**src/rtl/serial_adder_pkg.sv**
```systemverilog
// serial_adder_pkg: shared state encoding and default width for the
// bit-serial adder. The optional overflow output is enabled by the
// SERIAL_ADDER_OVF_EN macro (see serial_adder.sv).
package serial_adder_pkg;

    localparam int DEFAULT_WIDTH = 8;

    typedef enum logic [1:0] {
        IDLE = 2'd0,
        RUN  = 2'd1,
        DONE = 2'd2
    } state_t;

endpackage

```
**src/rtl/serial_adder_if.sv**
```systemverilog
// serial_adder_if: start/busy/done handshake plus operand and result buses.
// Handshake: the controller raises start with a and b valid; the adder
// accepts only while idle (busy low), then busy stays high until the cycle
// after the one-cycle done pulse, during which sum/cout are valid.
// A start seen while busy is dropped, not queued.
// The ovf signal exists only when SERIAL_ADDER_OVF_EN is defined.
// state is a read-only view of the FSM for observation.
interface serial_adder_if
    import serial_adder_pkg::*;
#(
    parameter int WIDTH = DEFAULT_WIDTH
) ();

    logic             start;
    logic [WIDTH-1:0] a;
    logic [WIDTH-1:0] b;
    logic             busy;
    logic             done;
    logic [WIDTH-1:0] sum;
    logic             cout;
`ifdef SERIAL_ADDER_OVF_EN
    logic             ovf;
`endif
    state_t           state;

    modport master (
        output start, a, b,
`ifdef SERIAL_ADDER_OVF_EN
        input  ovf,
`endif
        input  busy, done, sum, cout, state
    );

    modport slave (
        input  start, a, b,
`ifdef SERIAL_ADDER_OVF_EN
        output ovf,
`endif
        output busy, done, sum, cout, state
    );

endinterface

```
**src/rtl/serial_adder_full_adder.sv**
```systemverilog
// full_adder: the single one-bit datapath cell of the serial adder.
module full_adder (
    input  logic a,
    input  logic b,
    input  logic cin,
    output logic s,
    output logic cout
);

    // Sum bit and majority carry.
    always_comb begin
        s    = a ^ b ^ cin;
        cout = (a & b) | (a & cin) | (b & cin);
    end

endmodule

```
**src/rtl/serial_adder.sv**
```systemverilog
// serial_adder: bit-serial unsigned adder, LSB first, one bit per clock
// through one full_adder and a carry flop. IDLE -> RUN (WIDTH cycles) ->
// DONE (1 cycle) -> IDLE. Define SERIAL_ADDER_OVF_EN to add the signed
// overflow output ovf.
module serial_adder
    import serial_adder_pkg::*;
#(
    parameter int WIDTH = DEFAULT_WIDTH
) (
    input  logic           clk,
    input  logic           rst,
    serial_adder_if.slave  bus
);

    localparam int CNT_W = $clog2(WIDTH);
    localparam logic [CNT_W-1:0] LAST_BIT = CNT_W'(WIDTH - 1);

    state_t           state;
    logic [CNT_W-1:0] cnt;
    logic             carry;
    logic [WIDTH-1:0] a_sr;
    logic [WIDTH-1:0] b_sr;
    logic [WIDTH-1:0] sum_sr;
    logic [WIDTH-1:0] sum_q;
    logic             cout_q;
    logic             fa_s;
    logic             fa_cout;
`ifdef SERIAL_ADDER_OVF_EN
    logic             ovf_q;
`endif

    full_adder u_fa (
        .a    (a_sr[0]),
        .b    (b_sr[0]),
        .cin  (carry),
        .s    (fa_s),
        .cout (fa_cout)
    );

    // FSM, bit counter, shift registers and held result registers.
    always_ff @(posedge clk) begin
        if (rst) begin
            state  <= IDLE;
            cnt    <= '0;
            carry  <= 1'b0;
            a_sr   <= '0;
            b_sr   <= '0;
            sum_sr <= '0;
            sum_q  <= '0;
            cout_q <= 1'b0;
`ifdef SERIAL_ADDER_OVF_EN
            ovf_q  <= 1'b0;
`endif
        end else begin
            case (state)
                IDLE: begin
                    if (bus.start) begin
                        a_sr   <= bus.a;
                        b_sr   <= bus.b;
                        carry  <= 1'b0;
                        cnt    <= '0;
                        sum_sr <= '0;
                        // The previous result is withdrawn on acceptance.
                        sum_q  <= '0;
                        cout_q <= 1'b0;
`ifdef SERIAL_ADDER_OVF_EN
                        ovf_q  <= 1'b0;
`endif
                        state  <= RUN;
                    end
                end
                RUN: begin
                    a_sr   <= a_sr >> 1;
                    b_sr   <= b_sr >> 1;
                    sum_sr <= {fa_s, sum_sr[WIDTH-1:1]};
                    carry  <= fa_cout;
                    cnt    <= cnt + CNT_W'(1);
                    if (cnt == LAST_BIT) begin
                        // Final bit: publish the sum including this bit.
                        sum_q  <= {fa_s, sum_sr[WIDTH-1:1]};
                        cout_q <= fa_cout;
`ifdef SERIAL_ADDER_OVF_EN
                        // Carry into the MSB differs from carry out of it.
                        ovf_q  <= carry ^ fa_cout;
`endif
                        state  <= DONE;
                    end
                end
                DONE: begin
                    state <= IDLE;
                end
                default: begin
                    state <= IDLE;
                end
            endcase
        end
    end

    // Outputs are registers or decodes of the registered state.
    always_comb begin
        bus.busy  = (state == RUN) || (state == DONE);
        bus.done  = (state == DONE);
        bus.sum   = sum_q;
        bus.cout  = cout_q;
        bus.state = state;
`ifdef SERIAL_ADDER_OVF_EN
        bus.ovf   = ovf_q;
`endif
    end

endmodule

```
**src/flat_wrapper.sv**
```systemverilog
// flat-port wrapper written by rule: the top's interface ports become plain ports
module serial_adder_flat import serial_adder_pkg::*;
#(
    parameter int WIDTH = DEFAULT_WIDTH
)
  (clk, rst, bus_start, bus_a, bus_b, bus_busy, bus_done, bus_sum, bus_cout, bus_state);
  serial_adder_if #(.WIDTH(WIDTH)) bus_i ();
  input  logic clk;
  input  logic rst;
  input wire logic [$bits(bus_i.start)-1:0] bus_start;
  input wire logic [$bits(bus_i.a)-1:0] bus_a;
  input wire logic [$bits(bus_i.b)-1:0] bus_b;
  output wire logic [$bits(bus_i.busy)-1:0] bus_busy;
  output wire logic [$bits(bus_i.done)-1:0] bus_done;
  output wire logic [$bits(bus_i.sum)-1:0] bus_sum;
  output wire logic [$bits(bus_i.cout)-1:0] bus_cout;
  output wire logic [$bits(bus_i.state)-1:0] bus_state;
  assign bus_i.start = bus_start;
  assign bus_i.a = bus_a;
  assign bus_i.b = bus_b;
  assign bus_busy = bus_i.busy;
  assign bus_done = bus_i.done;
  assign bus_sum = bus_i.sum;
  assign bus_cout = bus_i.cout;
  assign bus_state = bus_i.state;
  serial_adder #(.WIDTH(WIDTH)) u_core (.clk(clk), .rst(rst), .bus(bus_i));
endmodule
```
**config.mk**
```make
export PLATFORM = sky130hd
export DESIGN_NAME = serial_adder_flat
export DESIGN_NICKNAME = d
export VERILOG_FILES = /design/src/rtl/serial_adder_pkg.sv /design/src/rtl/serial_adder_if.sv /design/src/rtl/serial_adder_full_adder.sv /design/src/rtl/serial_adder.sv /design/src/flat_wrapper.sv
export SDC_FILE = /design/constraint.sdc
export NUM_CORES = 1
export LEC_CHECK = 0
export ABC_AREA = 1
export BUFFER_PORTS_ARGS = -buffer_cell sky130_fd_sc_hd__buf_2
export CAP_MARGIN = 20
export CORE_MARGIN = 4
export CORE_UTILIZATION = 55
export CTS_CLUSTER_DIAMETER = 100
export CTS_CLUSTER_SIZE = 12
export DETAILED_ROUTE_END_ITERATION = 6
export GPL_ROUTABILITY_DRIVEN = 0
export GPL_TIMING_DRIVEN = 0
export PLACE_DENSITY = 0.79
export SYNTH_ARGS = -nofsm -noshare
export SYNTH_HDL_FRONTEND = slang
export SYNTH_SLANG_ARGS = --single-unit
```
**constraint.sdc**
```tcl
create_clock -name clk -period 1.66 [get_ports clk]
set_input_delay 0.332 -clock clk [delete_from_list [all_inputs] [get_ports clk]]
set_output_delay 0.332 -clock clk [all_outputs]
set_load 0.01 [all_outputs]
```
==> results of run 1 <==
final cells by class:
type / count / area [um2]
multi-input combinational: 182 / 890
inverter: 17 / 68.8
buffer: 11 / 95.1
tap: 44 / 55.1
sequential: 38 / 766
clock inverter: 1 / 30.0
fill: 299 / 998
timing repair buffer: 31 / 155
clock buffer: 7 / 45.0
cells in the final DEF (no fill, tap or decap), types with 2 or more instances in the layout:
master / count
clkbuf_4: 5
o21ai_0: 16
nand2_1: 81
clkbuf_1: 4
nand2_2: 8
buf_4: 3
nand3_1: 10
inv_1: 14
a21oi_1: 16
buf_6: 2
buf_2: 32
inv_2: 2
dfxtp_1: 36
nor2_1: 34
ha_1: 6
a21oi_2: 6
per-stage QoR:
| step | power, mW | hold WS [ns] |
|---|---|---|
| global route | 3.62 | 0.170 |
| global placement | 2.69 | 0.445 |
| finish | 3.33 | 0.177 |
| detailed placement | 2.72 | 0.451 |
| CTS | 3.33 | 0.171 |
| floorplan | 2.37 | 0.401 |
registers in the layout, indices dropped and copies added, names as in the netlist:
register	flops
u_core.a_sr	8
u_core.b_sr	8
u_core.bus.cout	1
u_core.bus.state	2
u_core.bus.sum	8
u_core.carry	1
u_core.cnt	3
u_core.sum_sr	7
final timing paths:
| kind | from | endpoint | slack (ns) | depth (start not counted) |
|---|---|---|---|---|
| worst min register to register | u_core.bus.sum[1] | u_core.bus.sum[1] | 0.46 | 2 |
| worst max-delay path | u_core.bus.state[0] | bus_busy | 0.11 | 3 |
| worst max register to register | u_core.bus.state[1] | u_core.a_sr[0] | 0.17 | 9 |
| worst min-delay path | rst | u_core.sum_sr[6] | 0.18 | 2 |
cells by family (layout without fill, tap and decap cells):
| kind of cell | after synthesis | after routing |
|---|---|---|
| buf+inv | 28 | 67 |
| simple gates | 136 | 136 |
| flops | 38 | 38 |
| compound gates | 38 | 38 |
| fa+ha+maj | 8 | 8 |
power breakdown:
group / internal, mW / switching, mW / leakage [nW]
clock network: 0.320 / 0.294 / 0.0395
logic: 0.539 / 0.916 / 0.669
registers: 1.14 / 0.126 / 0.311
metal layers:
| metal | part of all wire | vias to the layer above |
|---|---|---|
| met4 | 0.014 | 0 |
| met3 | 0.040 | 4 |
| met5 | 0 | - |
| met2 | 0.47 | 19 |
| met1 | 0.47 | 702 |
| li1 | - | 851 |
==> results.tsv, run 1 <==
metric	value	unit
dr.pass1.iters	4	
max-cap-violations	0	
synth_common_cells	nand2_1 (81), dfxtp_1 (38), nor2_1 (34)	
grt_pass1_vias	1455	
finalWirelength	3540	um
die_w	65.3	um
cts.reportedPaths.clkPinSlew	0.11	ns
hold_viol	0	
yosys.area.top_type	dfxtp_1	
initial_core_util	0.581	
cp_top_family	flip-flops	
synth_xor_area_frac	0	
final_cells	331	
wire_per_inst	10.7	um
synth-compound-area-share	0.118	
grt.busiest_layer	met2	
grt_use_total	0.182	
min_period_over_period	0.936	
area.growth.synth_to_final	16.6	%
die-area	4260	um2
crit_path_end_kind	output pin	
rsz0062_at_grt	no	
cts.path.max_buffers	2	
ant_nets	0	
use_met1	0.209	
place_area	2010	um2
worstSetupPathType	reg2out	
setup_ws	0.107	ns
grt_pass1_wl	6040	um
fin_util	0.678	
synth_top_flop_cell	dfxtp_1	
grtUsageMet3	0.0615	
fin_skew	0.0102	ns
ys_warn_count	0	
port_buffers	31	
crit_buf_inv	2	
drv_slew	0	
grt_start_max_net_pins	12	
required	1.33	ns
synth_area_leaders	dfxtp_1 (42%), nand2_1 (17%), nor2_1 (7.1%), ha_1 (4.9%), a21oi_1 (4.4%)	
synth_top_area_frac	0.422	
synth_top_family_by_area	simple AND/OR/NAND/NOR gates	
core_area	3100	um2
synthArstFlopShare	0	
synth-edff-count	0	
drc	0	
ys_seq_elements	38	
ctsHoldBuffers	0	
drive_above_1_share	0.233	
gr-total-overflow	0	
final_area	2100	um2
dp_hpwl	2590	um
min_period	1.55	ns
syn_inst	248	
avgViaCountPerCell	4.76	
antenna_found_initial	0	
yosys.cell_types.count	23	
muxShareOfSynthArea	0	
power_leakage	1.02	nW
dp.cells	323	
clockRootBuffer	clkbuf_4	
critPathLaunchType	register	
peakVddDrop	1.08	mV
status	finished clean	
cts_tree	done	
rows	20	
synthAdderAreaFrac	0.0596	
cts_max_level	2	
fin_nets	313	
path_max_fanout	5	
tightest_slew	0.565	ns
diodes	0	
synth_simple_gate_area_share	0.310	
maxSlewHeadroom	0.623	
die_y	65.3	um
cts_sinks	38	
powerDensity	1580	nW/um2
syn_nets	275	
max_freq	644	MHz
first_iter_violations	102	
numCtsBuffers	5	
avgSynthCellArea	7.28	um2
synth.most_common_cell	nand2_1	
grt_use_met2	0.315	
io_pins	32	
crit_path_top_delay_cell	dfxtp_4	
ys_seq_area_frac	0.422	
syn_area	1800	um2
cp_cell_sequence	inv_1, ha_1, buf_2	
clk_latency	0.34	ns
cp_slowest_stage_delay	0.38	ns
place_ws	0.0693	ns
crit_arrival	1.22	ns
cts_resized	0	
finalSetupViolCount	0	
hold_class	in2reg	
vias	1576	
tns	0	ns
postCtsSetupRepairBufs	0	
No activity file was read; power rests on OpenSTA's default activity.
==> run 2, diff against run 1 <==
- CORE_UTILIZATION: 55 -> 59
- PLACE_DENSITY: 0.79 -> 0.84
- clock period: 1.66 -> 1.9 ns (I/O delays scaled with it)
==> run 2 against run 1 <==
Clock skew grew 0.00076 ns. Count of clock-buffer cells in the layout unchanged. Combinational power shrank 13%. Worst setup slack better by 0.13 ns. Hold slack better by 0.043 ns. Non-clock buffer count unchanged. Cell area fell by 1.5%. Critical endpoint unchanged. Largest cell class unchanged. Highest routed layer unchanged.
==> results.tsv, run 2 (synthesized netlist as in run 1, its figures left out) <==
metric	value	unit
final_cell_mix	nand2_1 (81), dfxtp_1 (38), nor2_1 (34)	
ant_nets	0	
p_int	1.73	mW
drive_above_1_share	0.223	
clk_latency	0.35	ns
hold_class	in2reg	
die-area	4010	um2
fin_skew	0.0110	ns
gr-total-overflow	0	
setup_ws	0.241	ns
grt_pass1_wl	6380	um
seq_power_share	0.377	
grt_start_max_net_pins	12	
r2r_cells	7	
finalSetupViolCount	0	
io_pins	32	
p_sw_frac	0.406	
powerDensity	1400	nW/um2
grt_pass1_vias	1501	
area.growth.synth_to_final	14.9	%
peakVddDrop	1.24	mV
rows	19	
hold_viol	0	
power_leakage	1.02	nW
clockRootBuffer	clkbuf_4	
die_y	63.3	um
cp_top_family	flip-flops	
port_buffers	31	
tns	0	ns
required	1.52	ns
dp.cells	310	
holdPathEnd	u_core.sum_sr[6]	
max-cap-violations	0	
fin_nets	313	
min_period	1.66	ns
numCtsBuffers	5	
dp_hpwl	2540	um
diodes	0	
cts_tree	done	
cts.reportedPaths.clkPinSlew	0.10	ns
maxSlewHeadroom	0.595	
antenna_found_initial	0	
drv_slew	0	
tightest_slew	0.607	ns
dr.pass1.iters	4	
cp_slowest_stage_delay	0.41	ns
crit_path_end_kind	output pin	
final_cells	318	
ctsHoldBuffers	0	
min_period_over_period	0.873	
hp-start	rst	
first_iter_violations	104	
cp_cell_sequence	inv_1, ha_1, buf_2	
p_clk_frac	0.189	
max_freq	603	MHz
path_max_fanout	5	
core_area	2830	um2
worst_r2r_endpoint	u_core.bus.sum[7]	
p_sw	1.18	mW
postCtsSetupRepairBufs	0	
vias	1617	
cts_resized	0	
drc	0	
cts.path.max_buffers	2	
reg2reg_from	u_core.cnt[0]	
hold_depth	2	
initial_core_util	0.638	
cts_sinks	38	
combinationalPowerShare	0.434	
die_w	63.3	um
finalWirelength	3670	um
crit_arrival	1.28	ns
cts_max_level	2	
status	finished clean	
final_common_cell	nand2_1	
worstSetupPathType	reg2out	
avgViaCountPerCell	5.08	
crit_path_top_delay_cell	dfxtp_1	
crit_buf_inv	2	
place_ws	0.330	ns
r2r_setup_slack	0.28	ns
rsz0062_at_grt	no	
critPathLaunchType	register	
wire_per_inst	11.5	um
grt_use_total	0.200	
==> run 2: cell type report <==
class,count,area (um2)
inverters,17,68.8
flip-flops and latches,38,761
clock inverters,1,30.0
multi-input cells,182,880
well taps,31,38.8
repair buffers,31,155
clock buffers,7,45.0
plain buffers,11,95.1
fillers,249,756
==> run 2: power groups by stage <==
stage	Combinational [mW]	Sequential, mW	Clock, mW
4_1_cts	1.27	1.09	0.553
5_1_grt	1.43	1.12	0.588
3_5_place_dp	1.26	1.11	0
3_3_place_gp	1.23	1.11	0
6_report	1.26	1.10	0.550
2_1_floorplan	0.973	1.10	0
==> run 2: worst max-delay path by stage <==
stage,start,end,cells past startpoint
after detailed placement,u_core.cnt[0],u_core.bus.sum[7],7
after CTS,u_core.bus.state[0],bus_busy,3
after global routing,u_core.bus.state[0],bus_busy,3
after floorplan,u_core.bus.state[0],u_core.a_sr[1],9
final,u_core.bus.state[0],bus_busy,3
after global placement,u_core.cnt[0],u_core.bus.sum[7],7
==> run 2: per-stage QoR <==
step	area, um2	util	hold WS (ns)	total power, mW
after floorplan	1800	-	0.433	2.07
after global placement	2000	0.706	0.447	2.34
after detailed placement	2000	0.706	0.452	2.37
after CTS	2070	0.733	0.218	2.92
after global routing	2070	0.733	0.233	3.14
final	2070	0.733	0.220	2.91
==> run 2: metal layers <==
layer,up-vias,wire [um],share of wire,global-route usage
met4,0,72,0.020,0.0755
met3,8,176,0.048,0.0622
met5,-,0,0,0
met1,722,1650,0.45,0.232
li1,851,-,-,-
met2,36,1770,0.48,0.344
